`src/rtl/drum_seq_divider_if.sv`:
```
// rtl/drum_seq_divider_if.sv - request/result bundle between a divider client and the divider
interface drum_seq_divider_if #(
    parameter int N = 4,
    parameter int M = 4
);
    localparam int DW = N + M;

    logic          start;
    logic [DW-1:0] dividend;
    logic [M-1:0]  divisor;
    logic          busy;
    logic          done;
    logic [DW-1:0] quotient;
    logic [M-1:0]  remainder;
    logic          div_zero;

    // Client side: issues requests, observes results
    modport master (
        output start, dividend, divisor,
        input  busy, done, quotient, remainder, div_zero
    );

    // Divider side: accepts requests, produces results
    modport slave (
        input  start, dividend, divisor,
        output busy, done, quotient, remainder, div_zero
    );
endinterface

```
`src/rtl/drum_seq_divider.sv`:
```
// rtl/drum_seq_divider.sv - iterative restoring divider, one quotient bit per cycle
module drum_seq_divider #(
    parameter int N = 4,
    parameter int M = 4
) (
    input  logic               clk,
    input  logic               rst,
    drum_seq_divider_if.slave  bus
);
    localparam int DW = N + M;
    localparam int CW = (DW > 1) ? $clog2(DW) : 1;

    typedef enum logic [1:0] {
        S_IDLE = 2'd0,
        S_RUN  = 2'd1,
        S_DONE = 2'd2
    } state_t;

    state_t        state_q;
    logic [CW-1:0] count_q;
    // Dividend bits still to be consumed sit at the top of work_q; quotient
    // bits enter at the bottom, so after DW shifts it holds the quotient.
    logic [DW-1:0] work_q;
    logic [DW-1:0] work_d;
    // The partial remainder is always < divisor between iterations, so M bits
    // hold it; only the shifted trial value needs the extra bit.
    logic [M-1:0]  part_q;
    logic [M-1:0]  part_d;
    logic [M-1:0]  dsr_q;
    logic [M:0]    shifted;
    logic          take;

    logic          busy_q;
    logic          done_q;
    logic [DW-1:0] quot_q;
    logic [M-1:0]  rem_q;
    logic          dz_q;

    // Trial subtraction for the current iteration. The difference is taken
    // modulo 2^M: when it is kept it is below the divisor, so no bits are lost.
    always_comb begin
        shifted = {part_q, work_q[DW-1]};
        take    = (shifted >= {1'b0, dsr_q});
        part_d  = take ? (shifted[M-1:0] - dsr_q) : shifted[M-1:0];
        work_d  = {work_q[DW-2:0], take};
    end

    // Control FSM with registered handshake and result outputs
    always_ff @(posedge clk) begin
        if (rst) begin
            state_q <= S_IDLE;
            count_q <= '0;
            work_q  <= '0;
            part_q  <= '0;
            dsr_q   <= '0;
            busy_q  <= 1'b0;
            done_q  <= 1'b0;
            quot_q  <= '0;
            rem_q   <= '0;
            dz_q    <= 1'b0;
        end else begin
            case (state_q)
                S_IDLE, S_DONE: begin
                    if (bus.start) begin
                        if (bus.divisor != '0) begin
                            work_q  <= bus.dividend;
                            dsr_q   <= bus.divisor;
                            part_q  <= '0;
                            count_q <= CW'(DW - 1);
                            busy_q  <= 1'b1;
                            done_q  <= 1'b0;
                            dz_q    <= 1'b0;
                            state_q <= S_RUN;
                        end else begin
                            // Division by zero resolves immediately with a
                            // saturated quotient; no iteration is started.
                            quot_q  <= '1;
                            rem_q   <= '0;
                            dz_q    <= 1'b1;
                            busy_q  <= 1'b0;
                            done_q  <= 1'b1;
                            state_q <= S_DONE;
                        end
                    end
                end
                S_RUN: begin
                    // New requests are ignored here; operands in flight stay put.
                    work_q <= work_d;
                    part_q <= part_d;
                    if (count_q == '0) begin
                        quot_q  <= work_d;
                        rem_q   <= part_d;
                        busy_q  <= 1'b0;
                        done_q  <= 1'b1;
                        state_q <= S_DONE;
                    end else begin
                        count_q <= count_q - 1'b1;
                    end
                end
                default: begin
                    busy_q  <= 1'b0;
                    done_q  <= 1'b0;
                    state_q <= S_IDLE;
                end
            endcase
        end
    end

    assign bus.busy      = busy_q;
    assign bus.done      = done_q;
    assign bus.quotient  = quot_q;
    assign bus.remainder = rem_q;
    assign bus.div_zero  = dz_q;
endmodule

```
`src/flat_wrapper.sv`:
```
// flat-port wrapper written by rule: the top's interface ports become plain ports
module drum_seq_divider_flat 
#(
    parameter int N = 4,
    parameter int M = 4
)
  (clk, rst, bus_start, bus_dividend, bus_divisor, bus_busy, bus_done, bus_quotient, bus_remainder, bus_div_zero);
  drum_seq_divider_if #(.N(N), .M(M)) bus_i ();
  input  logic clk;
  input  logic rst;
  input wire logic [$bits(bus_i.start)-1:0] bus_start;
  input wire logic [$bits(bus_i.dividend)-1:0] bus_dividend;
  input wire logic [$bits(bus_i.divisor)-1:0] bus_divisor;
  output wire logic [$bits(bus_i.busy)-1:0] bus_busy;
  output wire logic [$bits(bus_i.done)-1:0] bus_done;
  output wire logic [$bits(bus_i.quotient)-1:0] bus_quotient;
  output wire logic [$bits(bus_i.remainder)-1:0] bus_remainder;
  output wire logic [$bits(bus_i.div_zero)-1:0] bus_div_zero;
  assign bus_i.start = bus_start;
  assign bus_i.dividend = bus_dividend;
  assign bus_i.divisor = bus_divisor;
  assign bus_busy = bus_i.busy;
  assign bus_done = bus_i.done;
  assign bus_quotient = bus_i.quotient;
  assign bus_remainder = bus_i.remainder;
  assign bus_div_zero = bus_i.div_zero;
  drum_seq_divider #(.N(N), .M(M)) u_core (.clk(clk), .rst(rst), .bus(bus_i));
endmodule
```
`config.mk`:
```
export PLATFORM = sky130hd
export DESIGN_NAME = drum_seq_divider_flat
export DESIGN_NICKNAME = d
export VERILOG_FILES = /design/src/rtl/drum_seq_divider_if.sv /design/src/rtl/drum_seq_divider.sv /design/src/flat_wrapper.sv
export SDC_FILE = /design/constraint.sdc
export NUM_CORES = 1
export LEC_CHECK = 0
export BUFFER_PORTS_ARGS = -buffer_cell sky130_fd_sc_hd__clkbuf_2
export CAP_MARGIN = 40
export CORE_MARGIN = 2
export CORE_UTILIZATION = 58
export DETAILED_ROUTE_END_ITERATION = 7
export GPL_ROUTABILITY_DRIVEN = 1
export PLACE_DENSITY = 0.8
export SLEW_MARGIN = 20
export SYNTH_ARGS = -nofsm -noshare
export SYNTH_HDL_FRONTEND = slang
export SYNTH_SLANG_ARGS = --single-unit
```
`constraint.sdc`:
```
create_clock -name clk -period 5.1 [get_ports clk]
set_clock_uncertainty 0.15 [all_clocks]
set_input_delay 0.765 -clock clk [delete_from_list [all_inputs] [get_ports clk]]
set_output_delay 0.765 -clock clk [all_outputs]
set_load 0.02 [all_outputs]
```
# Word-level counts from Yosys, hierarchy flattened
# Index checks and enable logic that the tools add are counted.
dict set report classes {
  order_cmp 1
  mux 31
  n_reduce_logical 11
  n_eq_ne 7
  addsub 2
}
# operator n
set op_table {}
lappend op_table {{$mux W8} 5}
lappend op_table {{$pmux W8 S2} 2}
lappend op_table {{$mux W4} 6}
lappend op_table {{$pmux W4 S2} 2}
lappend op_table {{$mux W3} 3}
lappend op_table {{$reduce_and A4 Y1} 2}
lappend op_table {{$mux W1} 6}
lappend op_table {{$mux W2} 3}
lappend op_table {{$ne A2 B2 Y1 const B} 3}
lappend op_table {{$pmux W3 S2} 1}
lappend op_table {{$reduce_and A3 Y1} 2}
lappend op_table {{$ge A5 B4 Y1} 1}
lappend op_table {{$ne A2 B1 Y1 const B} 2}
lappend op_table {{$pmux W1 S2} 2}
lappend op_table {{$pmux W2 S2} 1}
lappend op_table {{$reduce_and A2 Y1} 2}
lappend op_table {{$reduce_bool A4 Y1} 1}
lappend op_table {{$sub A4 B4 Y4} 1}
lappend op_table {{$logic_not A3 Y1} 1}
lappend op_table {{$sub A3 B1 Y3 const B} 1}
lappend op_table {{$eq A2 B1 Y1 const B} 1}
lappend op_table {{$eq A2 B2 Y1 const B} 1}
lappend op_table {{$logic_not A2 Y1} 1}
lappend op_table {{$reduce_bool A2 Y1} 1}
lappend op_table {{$reduce_or A2 Y1} 1}
dict set report word_totals {
  regBits 36
  output_inout_bits 15
  input_bits 15
}

# Depth between registers and ports, before layout
# Gate-level depths: netlist of run 1.
dict set report depth {
  word_depth 4
  mapped_depth 7
}

# Worst setup path before layout of run 1
# Ideal clock, no wire load.
dict set report synth_path {
  path_type {reg-to-reg}
  start {register u_core.dsr_q[2]}
  end {register u_core.rem_q[2] (netlist: u_core.bus.remainder[2])}
  slack_ns 3.123
  required_time_ns 4.871
  arrival_ns 1.747
  period_less_slack_ns 1.977
  stages_incl_launch_ff 8
  setup_time_ns 0.079
  path_buffers 0
  cell_sequence {dfxtp_1 inv_1 ha_1 or2_1 a211oi_2 a21oi_2 mux2_4 a211oi_2}
}
dict set report synth_via {
  elab_chain_len 4
  word_cells_on_any_way 5
  cone_classes {1 x add/sub; 1 x order compare; 3 x mux}
}
# element line
set synth_rtl {}
lappend synth_rtl {{start: declaration} drum_seq_divider.sv:29} ;# logic [M-1:0] dsr_q;
lappend synth_rtl {{start signal: assignment} drum_seq_divider.sv:67} ;# dsr_q <= bus.divisor;
lappend synth_rtl {{$sub A4 B4 Y4 / $ge A5 B4 Y1 (equally long branches)} {drum_seq_divider.sv:44, drum_seq_divider.sv:43}}
lappend synth_rtl {{$mux W4 *} drum_seq_divider.sv:44} ;# part_d = take ? (shifted[M-1:0] - dsr_q) : shifted[M-1:0];
lappend synth_rtl {{$mux W4 *} drum_seq_divider.sv:90} ;# if (count_q == '0) begin
lappend synth_rtl {{$pmux W4 S2 *} drum_seq_divider.sv:62} ;# case (state_q)
lappend synth_rtl {{end signal: assignment} drum_seq_divider.sv:92} ;# rem_q <= part_d;
lappend synth_rtl {{end: declaration} drum_seq_divider.sv:36} ;# logic [M-1:0] rem_q;
# Mark *: on every way between the ends. The rest lies on a longest branch, timed or not. The select of a mux whose other input is x is not followed.
# A chain may end at the register's enable or synchronous reset.

# Final worst setup path of run 1
# Ends and elaborated chain as after synthesis.

==> impl_results.md, run 1 <==
* Outcome: finished clean
* Reg2reg path depth at 7
* Pre-Repair DR Iteration Count at 4
* Buffers & Inverters on Critical Path at 1
* Die W at 56.7 um
* Clock tree sinks at 35
* Leak at about 0.00074 uW
* GRT Overall Usage at a little under a quarter
* TritonCTS clock tree: done
* Crit Reg-Reg Startpoint: u_core.dsr_q[2]$_SDFFE_PP0P_
* Dpl ws at about 2.8 ns
* Root Buffer: clkbuf_4
* Category of the most critical setup path: register to register
* Initial antenna violation count at 0
* Slowest-stage cell, CP: ha_1
* Critical Path AT at 2.23 ns
* Fin crit period at 2.13 ns
* Post-synth ARST share at 0%
* Clk pin slew, worst setup/hold paths at 0.10 ns
* Max cap viols at 0
* Slew @ Worst Pin at 0.798 ns
* #FFs+latches synth at 35
* DRT iter0 DRCs at 44
* Yosys top cell area share at 43.5%
* Worst setup margin at 2.97 ns
* CP max FO at 7
* Final period util at 41.7%
* Most common cell after layout, fill and taps aside: nor2_1
* Syn. warnings at 0
* Avg WL per Cell at ~13 um
* PwrDens at 352 nW/um2
* Htree depth at 2
* Post-Layout Cell Count at ~250
* CTS max path bufs at 2
* Layout cells sized above 1 at 21.3%
* Syn Inst Count at 194
* Maximum VDD drop at 0.288 mV
* Input/output buffers at 29
* First-pass GRT wire length at 5.69 mm
* Cts repair resizes at 0
* CP max stage delay at 0.36 ns
* Main synth FF type: dfxtp_1
* Worst-skew pair later-pin latency at 0.33 ns
* Most area-hungry cell type in the Yosys netlist: dfxtp_1
* Residual DRC count at 0
* Postcts setup bufs at 0
* Final setup fails at 0
* Critical Path End Type: register
* DRT antenna net count at 0
* Total die area at 3210 um2
* Main area contributors after synthesis: dfxtp_1, nor2_1, a211oi_1, nand2_1, ha_1
* Core ar. at ~2700 um2
* Most frequent cells in the layout: nor2_1, dfxtp_1, clkbuf_2, nand2_1, a211oi_1
* Average size of a mapped cell at a little over 8 um2
* Antenna diode count at 0
* Worst hold path type: register to register
* Syn Nets at 216
* Unrepaired setup endpoints after global routing: no
* Vias in the first global route at 1343
* Slew HR at ~47%
* CTS Hold Bufs at 0
* CP Cell Sequence: inv_1 > ha_1 > or2_1 > a211oi_2 > a21oi_2 > mux2_4 > a211oi_2
* Largest net degree at the start of global routing at 36
* Final Hold Viols at 0
* Syn Std Cell Area at 1610 um2
* Inst Count DP at 243
* Post-synthesis sequential area ratio at 43.5%
* Number of synthesized flops with an enable pin at 0
* Routed vias at 1413
* Finished Core Util at between 60% and 70%
* Detailed Place HPWL at about 2.4 mm
* Final Wtd Congestion at roughly 0.8
* Hold EP: u_core.dsr_q[3]$_SDFFE_PP0P_
* Reg2Reg Setup Slack at 2.97 ns
* Final Max Slew Viols at 0
* Die Height at 56.7 um
* # nets final at between 200 and 250
* Worst Hold Path Cells at 2
* RR Endpoint: u_core.bus.remainder[2]$_SDFFE_PP0P_
* Final setup TNS at 0 ns
* Final WL at 3.27 mm
* Worst hold path startpoint: u_core.dsr_q[3]$_SDFFE_PP0P_
* CP required at 5.21 ns
* Total gr overflow at 0
* Maximum clock rate at 0.470 GHz
* Rows at 19
* Starting Density at 59.9%
* Area growth syn-to-layout at 12.4%
* Crit-path leading delay family: compound AO/OA/AOI/OAI gates
* Yosys cell types at 33
* Type of origin of the critical path: register
* Cts bufs inserted at 5
* Vias per cell at 5.61
* I/O pins at 30
* FILL cells at around 240
* Most used cell along the critical path: a211oi_2
[cell type report]
type	instances	area, um2	area share [%]
Clock inverter	2	12.5	0.692
Multi-Input combinational cell	138	821	45.4
Tap cell	31	38.8	2.15
Clock buffer	6	41.3	2.28
Timing Repair Buffer	30	156	8.65
Inverter	10	37.5	2.08
Sequential cell	35	701	38.8
[Yosys cell counts (3+ instances only)]
cell,number
a21oi_1,12
a311oi_1,3
nand2b_1,4
nor4_1,5
o21ai_0,6
dfxtp_1,35
inv_1,10
ha_1,6
nor2_1,42
clkbuf_1,6
nand2_1,21
a211oi_2,3
a211oi_1,14
buf_2,4
[stage by stage]
stage | hold WS, ns | power, uW | instance area (um2)
2_1_floorplan | 0.286 | 454 | 1610
3_3_place_gp | 0.294 | 486 | 1740
3_5_place_dp | 0.312 | 495 | 1740
4_1_cts | 0.325 | 637 | 1800
5_1_grt | 0.340 | 676 | 1810
6_report | 0.325 | 636 | 1810
[worst max-delay path by stage]
stage / start / to / slack [ns] / depth (start not counted)
floorplan: bus_divisor[0] / u_core.bus.remainder[0]$_SDFFE_PP0P_ / 3.12 / 6
global placement: u_core.bus.done$_SDFFE_PP0P_ / u_core.bus.quotient[1]$_SDFFE_PP0P_ / 2.84 / 4
detailed placement: bus_divisor[0] / u_core.bus.remainder[1]$_SDFFE_PP0P_ / 2.79 / 6
CTS: u_core.bus.done$_SDFFE_PP0P_ / u_core.bus.remainder[1]$_SDFFE_PP0P_ / 2.76 / 4
global route: u_core.bus.done$_SDFFE_PP0P_ / u_core.count_q[2]$_SDFFE_PP0P_ / 2.77 / 5
finish: u_core.dsr_q[2]$_SDFFE_PP0P_ / u_core.bus.remainder[2]$_SDFFE_PP0P_ / 2.97 / 7
[cells by family after synthesis]
kind of cell | Yosys count | share of synthesized area, %
and+or+nand+nor | 82 | 22.6
AOI/OAI and AO/OA | 44 | 19.2
DFF | 35 | 43.5
buffers and inverters | 21 | 5.44
adders and majority gates | 7 | 5.91
muxes | 3 | 2.18
xor gates and xnor gates | 2 | 1.09
[tightest hold or removal path, stage by stage, from the launching register on]
cell and delay [ns]:
dfxtp_1 0.33, nand2_1 0.05, a21oi_1 0.06
[layer usage]
metal | part of all wire (%) | vias up | GRT usage (%)
li1 | - | 718 | -
met5 | 0 | - | 0
met3 | 5.4 | 6 | 8.53
met4 | 1.3 | 0 | 7.14
met1 | 46 | 643 | 28.0
met2 | 48 | 46 | 37.4
[report_power, final]
part,internal (uW),switching [uW]
registers,302,17.6
logic,66.8,105
clock network,53.2,91.5
total,422,214
[registers in the layout, summed over array words and instances, names as in the netlist, 3 cells and up]
signal	count
u_core.bus.remainder	4
u_core.dsr_q	4
u_core.part_q	4
u_core.work_q	8
u_core.count_q	3
u_core.bus.quotient	8
(Power assumes the default switching activity.)
==> run 2: changes to the inputs <==
--- a/config.mk
+++ b/config.mk
@@ -8,10 +8,10 @@
 export BUFFER_PORTS_ARGS = -buffer_cell sky130_fd_sc_hd__clkbuf_2
 export CAP_MARGIN = 40
 export CORE_MARGIN = 2
-export CORE_UTILIZATION = 58
+export CORE_UTILIZATION = 49
 export DETAILED_ROUTE_END_ITERATION = 7
 export GPL_ROUTABILITY_DRIVEN = 1
-export PLACE_DENSITY = 0.8
+export PLACE_DENSITY = 0.72
 export SLEW_MARGIN = 20
 export SYNTH_ARGS = -nofsm -noshare
 export SYNTH_HDL_FRONTEND = slang
==> constraint.sdc (replaced) <==
create_clock -name clk -period 1.8 [get_ports clk]
set_clock_uncertainty 0.15 [all_clocks]
set_input_delay 0.27 -clock clk [delete_from_list [all_inputs] [get_ports clk]]
set_output_delay 0.27 -clock clk [all_outputs]
set_load 0.02 [all_outputs]
==> impl_results.md, run 2 (synthesis results as in run 1) <==
* First-pass GRT wire length at 5.96 mm (was 5.69 mm)
* Worst-skew pair later-pin latency at 0.35 ns (was 0.33 ns)
* Root Buffer: clkbuf_4 (unchanged)
* CP max stage delay at 0.35 ns (was 0.36 ns)
* Slowest-stage cell, CP: dfxtp_2 (was ha_1)
* Final period util at 104% (was 41.7%)
* Category of the most critical setup path: register to register (unchanged)
* Pint at 1480 uW (was 422 uW)
* Type of origin of the critical path: register (unchanged)
* Max cap viols at 0 (unchanged)
* Buffers & Inverters on Critical Path at 2 (was 1)
* Clk pin slew, worst setup/hold paths at 0.11 ns (was 0.10 ns)
* Most frequent cells in the layout: nor2_1, dfxtp_1, clkbuf_2, nand2_1, buf_4 (was nor2_1, dfxtp_1, clkbuf_2, nand2_1, a211oi_1)
* Slew HR at 49.6% (was 46.8%)
* FILL cells at 262 (was 237)
* Input/output buffers at 29 (unchanged)
* Total gr overflow at 0 (unchanged)
* CP max FO at 3 (was 7)
* Worst hold slack at 0.0187 ns (was 0.325 ns)
* NetSw at 680 uW (was 214 uW)
* Die Height at 61.3 um (was 56.7 um)
* Largest net degree at the start of global routing at 36 (unchanged)
* Core ar. at 3080 um2 (was 2690 um2)
* CTS max path bufs at 2 (unchanged)
* Detailed Place HPWL at 2.73 mm (was 2.37 mm)
* Reg2Reg Setup Slack at -0.08 ns (was 2.97 ns)
* Avg WL per Cell at 13.8 um (was 13.0 um)
* Worst hold path type: input pin to register (was register to register)
* Critical Path AT at 1.99 ns (was 2.23 ns)
* Leak at 0.000849 uW (was 0.000743 uW)
* PwrDens at 1030 nW/um2 (was 352 nW/um2)
* Htree depth at 2 (unchanged)
* CP required at 1.92 ns (was 5.21 ns)
* TritonCTS clock tree: done (unchanged)
* Vias per cell at 5.27 (was 5.61)
* Die W at 61.3 um (was 56.7 um)
* Antenna diode count at 0 (unchanged)
* Cts bufs inserted at 5 (unchanged)
* Final setup fails at 6 (was 0)
* Residual DRC count at 0 (unchanged)
* Initial antenna violation count at 0 (unchanged)
* Final Hold Viols at 0 (unchanged)
* DRT iter0 DRCs at 57 (was 44)
* # nets final at 258 (was 242)
* Unrepaired setup endpoints after global routing: yes (was no)
* Rows at 20 (was 19)
* Total die area at 3760 um2 (was 3210 um2)
* Final WL at 3.87 mm (was 3.27 mm)
* I/O pins at 30 (unchanged)
* Outcome: complete, but fails checks (was finished clean)
* Area growth syn-to-layout at 30.0% (was 12.4%)
* Routed vias at 1480 (was 1413)
* Crit-path leading delay family: compound AO/OA/AOI/OAI gates (unchanged)
* Dpl ws at -0.105 ns (was 2.79 ns)
* Vias in the first global route at 1334 (was 1343)
* Fin crit period at 1.88 ns (was 2.13 ns)
* GRT Overall Usage at 22.2% (was 22.9%)
* Most used cell along the critical path: a211oi_2 (unchanged)
* Maximum VDD drop at 0.552 mV (was 0.288 mV)
* Slew @ Worst Pin at 0.756 ns (was 0.798 ns)
* Clock tree sinks at 35 (unchanged)
* Clock power share at 27.7% (was 22.8%)
* Starting Density at 52.3% (was 59.9%)
* Flop pwr share at 42.0% (was 50.2%)
* Worst setup margin at -0.0782 ns (was 2.97 ns)
* Final Wtd Congestion at 0.907 (was 0.785)
* Pre-Repair DR Iteration Count at 4 (unchanged)
* Critical Path End Type: register (unchanged)
* Comb pwr share at 30.3% (was 27.0%)
* Failing checks: negative setup slack
* Maximum clock rate at 0.532 GHz (was 0.470 GHz)
* DRT antenna net count at 0 (unchanged)
* Final Max Slew Viols at 0 (unchanged)
* Most common cell after layout, fill and taps aside: nor2_1 (unchanged)
* Sw Ratio at 31.6% (was 33.7%)
* Final setup TNS at -0.315 ns (was 0 ns)
* Layout cells sized above 1 at 34.6% (was 21.3%)
* CP Cell Sequence: inv_2 > ha_4 > or2_1 > a211oi_2 > a21oi_2 > buf_6 > mux2i_4 > a211oi_2 (was inv_1 > ha_1 > or2_1 > a211oi_2 > a21oi_2 > mux2_4 > a211oi_2)
==> run 2: final timing paths <==
kind	startpoint	to	cells past startpoint
setup / recovery	u_core.dsr_q[2]$_SDFFE_PP0P_	u_core.bus.remainder[1]$_SDFFE_PP0P_	8
hold / removal	bus_divisor[3]	u_core.dsr_q[3]$_SDFFE_PP0P_	3
setup reg to reg	u_core.dsr_q[2]$_SDFFE_PP0P_	u_core.bus.remainder[1]$_SDFFE_PP0P_	8
hold reg to reg	u_core.bus.div_zero$_SDFFE_PP0P_	u_core.bus.div_zero$_SDFFE_PP0P_	2
==> run 2: cell type report <==
cell class | instances | area, um2 | area share (%)
tap | 44 | 55.1 | 2.63
clock buffer | 6 | 51.3 | 2.45
sequential | 35 | 706 | 33.7
clock inverter | 2 | 35.0 | 1.67
timing repair buffer | 46 | 292 | 13.9
inverter | 10 | 37.5 | 1.79
multi-input combinational | 138 | 916 | 43.8
==> run 2: what timing repair did <==
| item | in CTS | in global routing |
|---|---|---|
| setup buffers | 4 | 1 |
| gates cloned | 0 | 0 |
| endpoints found under the hold margin | 1 | 0 |
| endpoints found under the setup margin | 8 | 10 |
| pin swaps | 8 | 7 |
| hold buffers | 1 | 0 |
| resized for setup | 6 | 16 |
==> run 2: routing by layer <==
layer	track usage [%]	share of wire (%)	vias to the layer above	routed length, um
met5	0	0	-	0
met4	9.63	1.8	0	70
met3	7.98	3.8	8	147
met2	36.2	52	29	2010
met1	26.5	42	687	1640
li1	-	-	756	-
==> run 2: stage by stage <==
step / instances / util, % / total power, uW / instance area (um2)
2_1_floorplan: 194 / - / 1300 / 1630
3_3_place_gp: 270 / 61.5 / 1450 / 1890
3_5_place_dp: 270 / 61.5 / 1480 / 1890
4_1_cts: 281 / 65.5 / 2100 / 2020
5_1_grt: 281 / 68.0 / 2270 / 2090
6_report: 281 / 68.0 / 2160 / 2090
==> run 2: power by group through the flow <==
stage / clock (uW) / combinational [uW] / sequential [uW]
after floorplan: 0 / 346 / 949
after global placement: 0 / 531 / 916
after detailed placement: 0 / 554 / 921
after CTS: 612 / 583 / 903
after global routing: 644 / 717 / 913
final: 598 / 653 / 905
==> run 2: tightest hold or removal path: cells and delay by family <==
kind,cells,cell delay (ns)
AO/OA/AOI/OAI,1,0.05
buffers and inverters,1,0.10
AND/OR/NAND/NOR,1,0.06
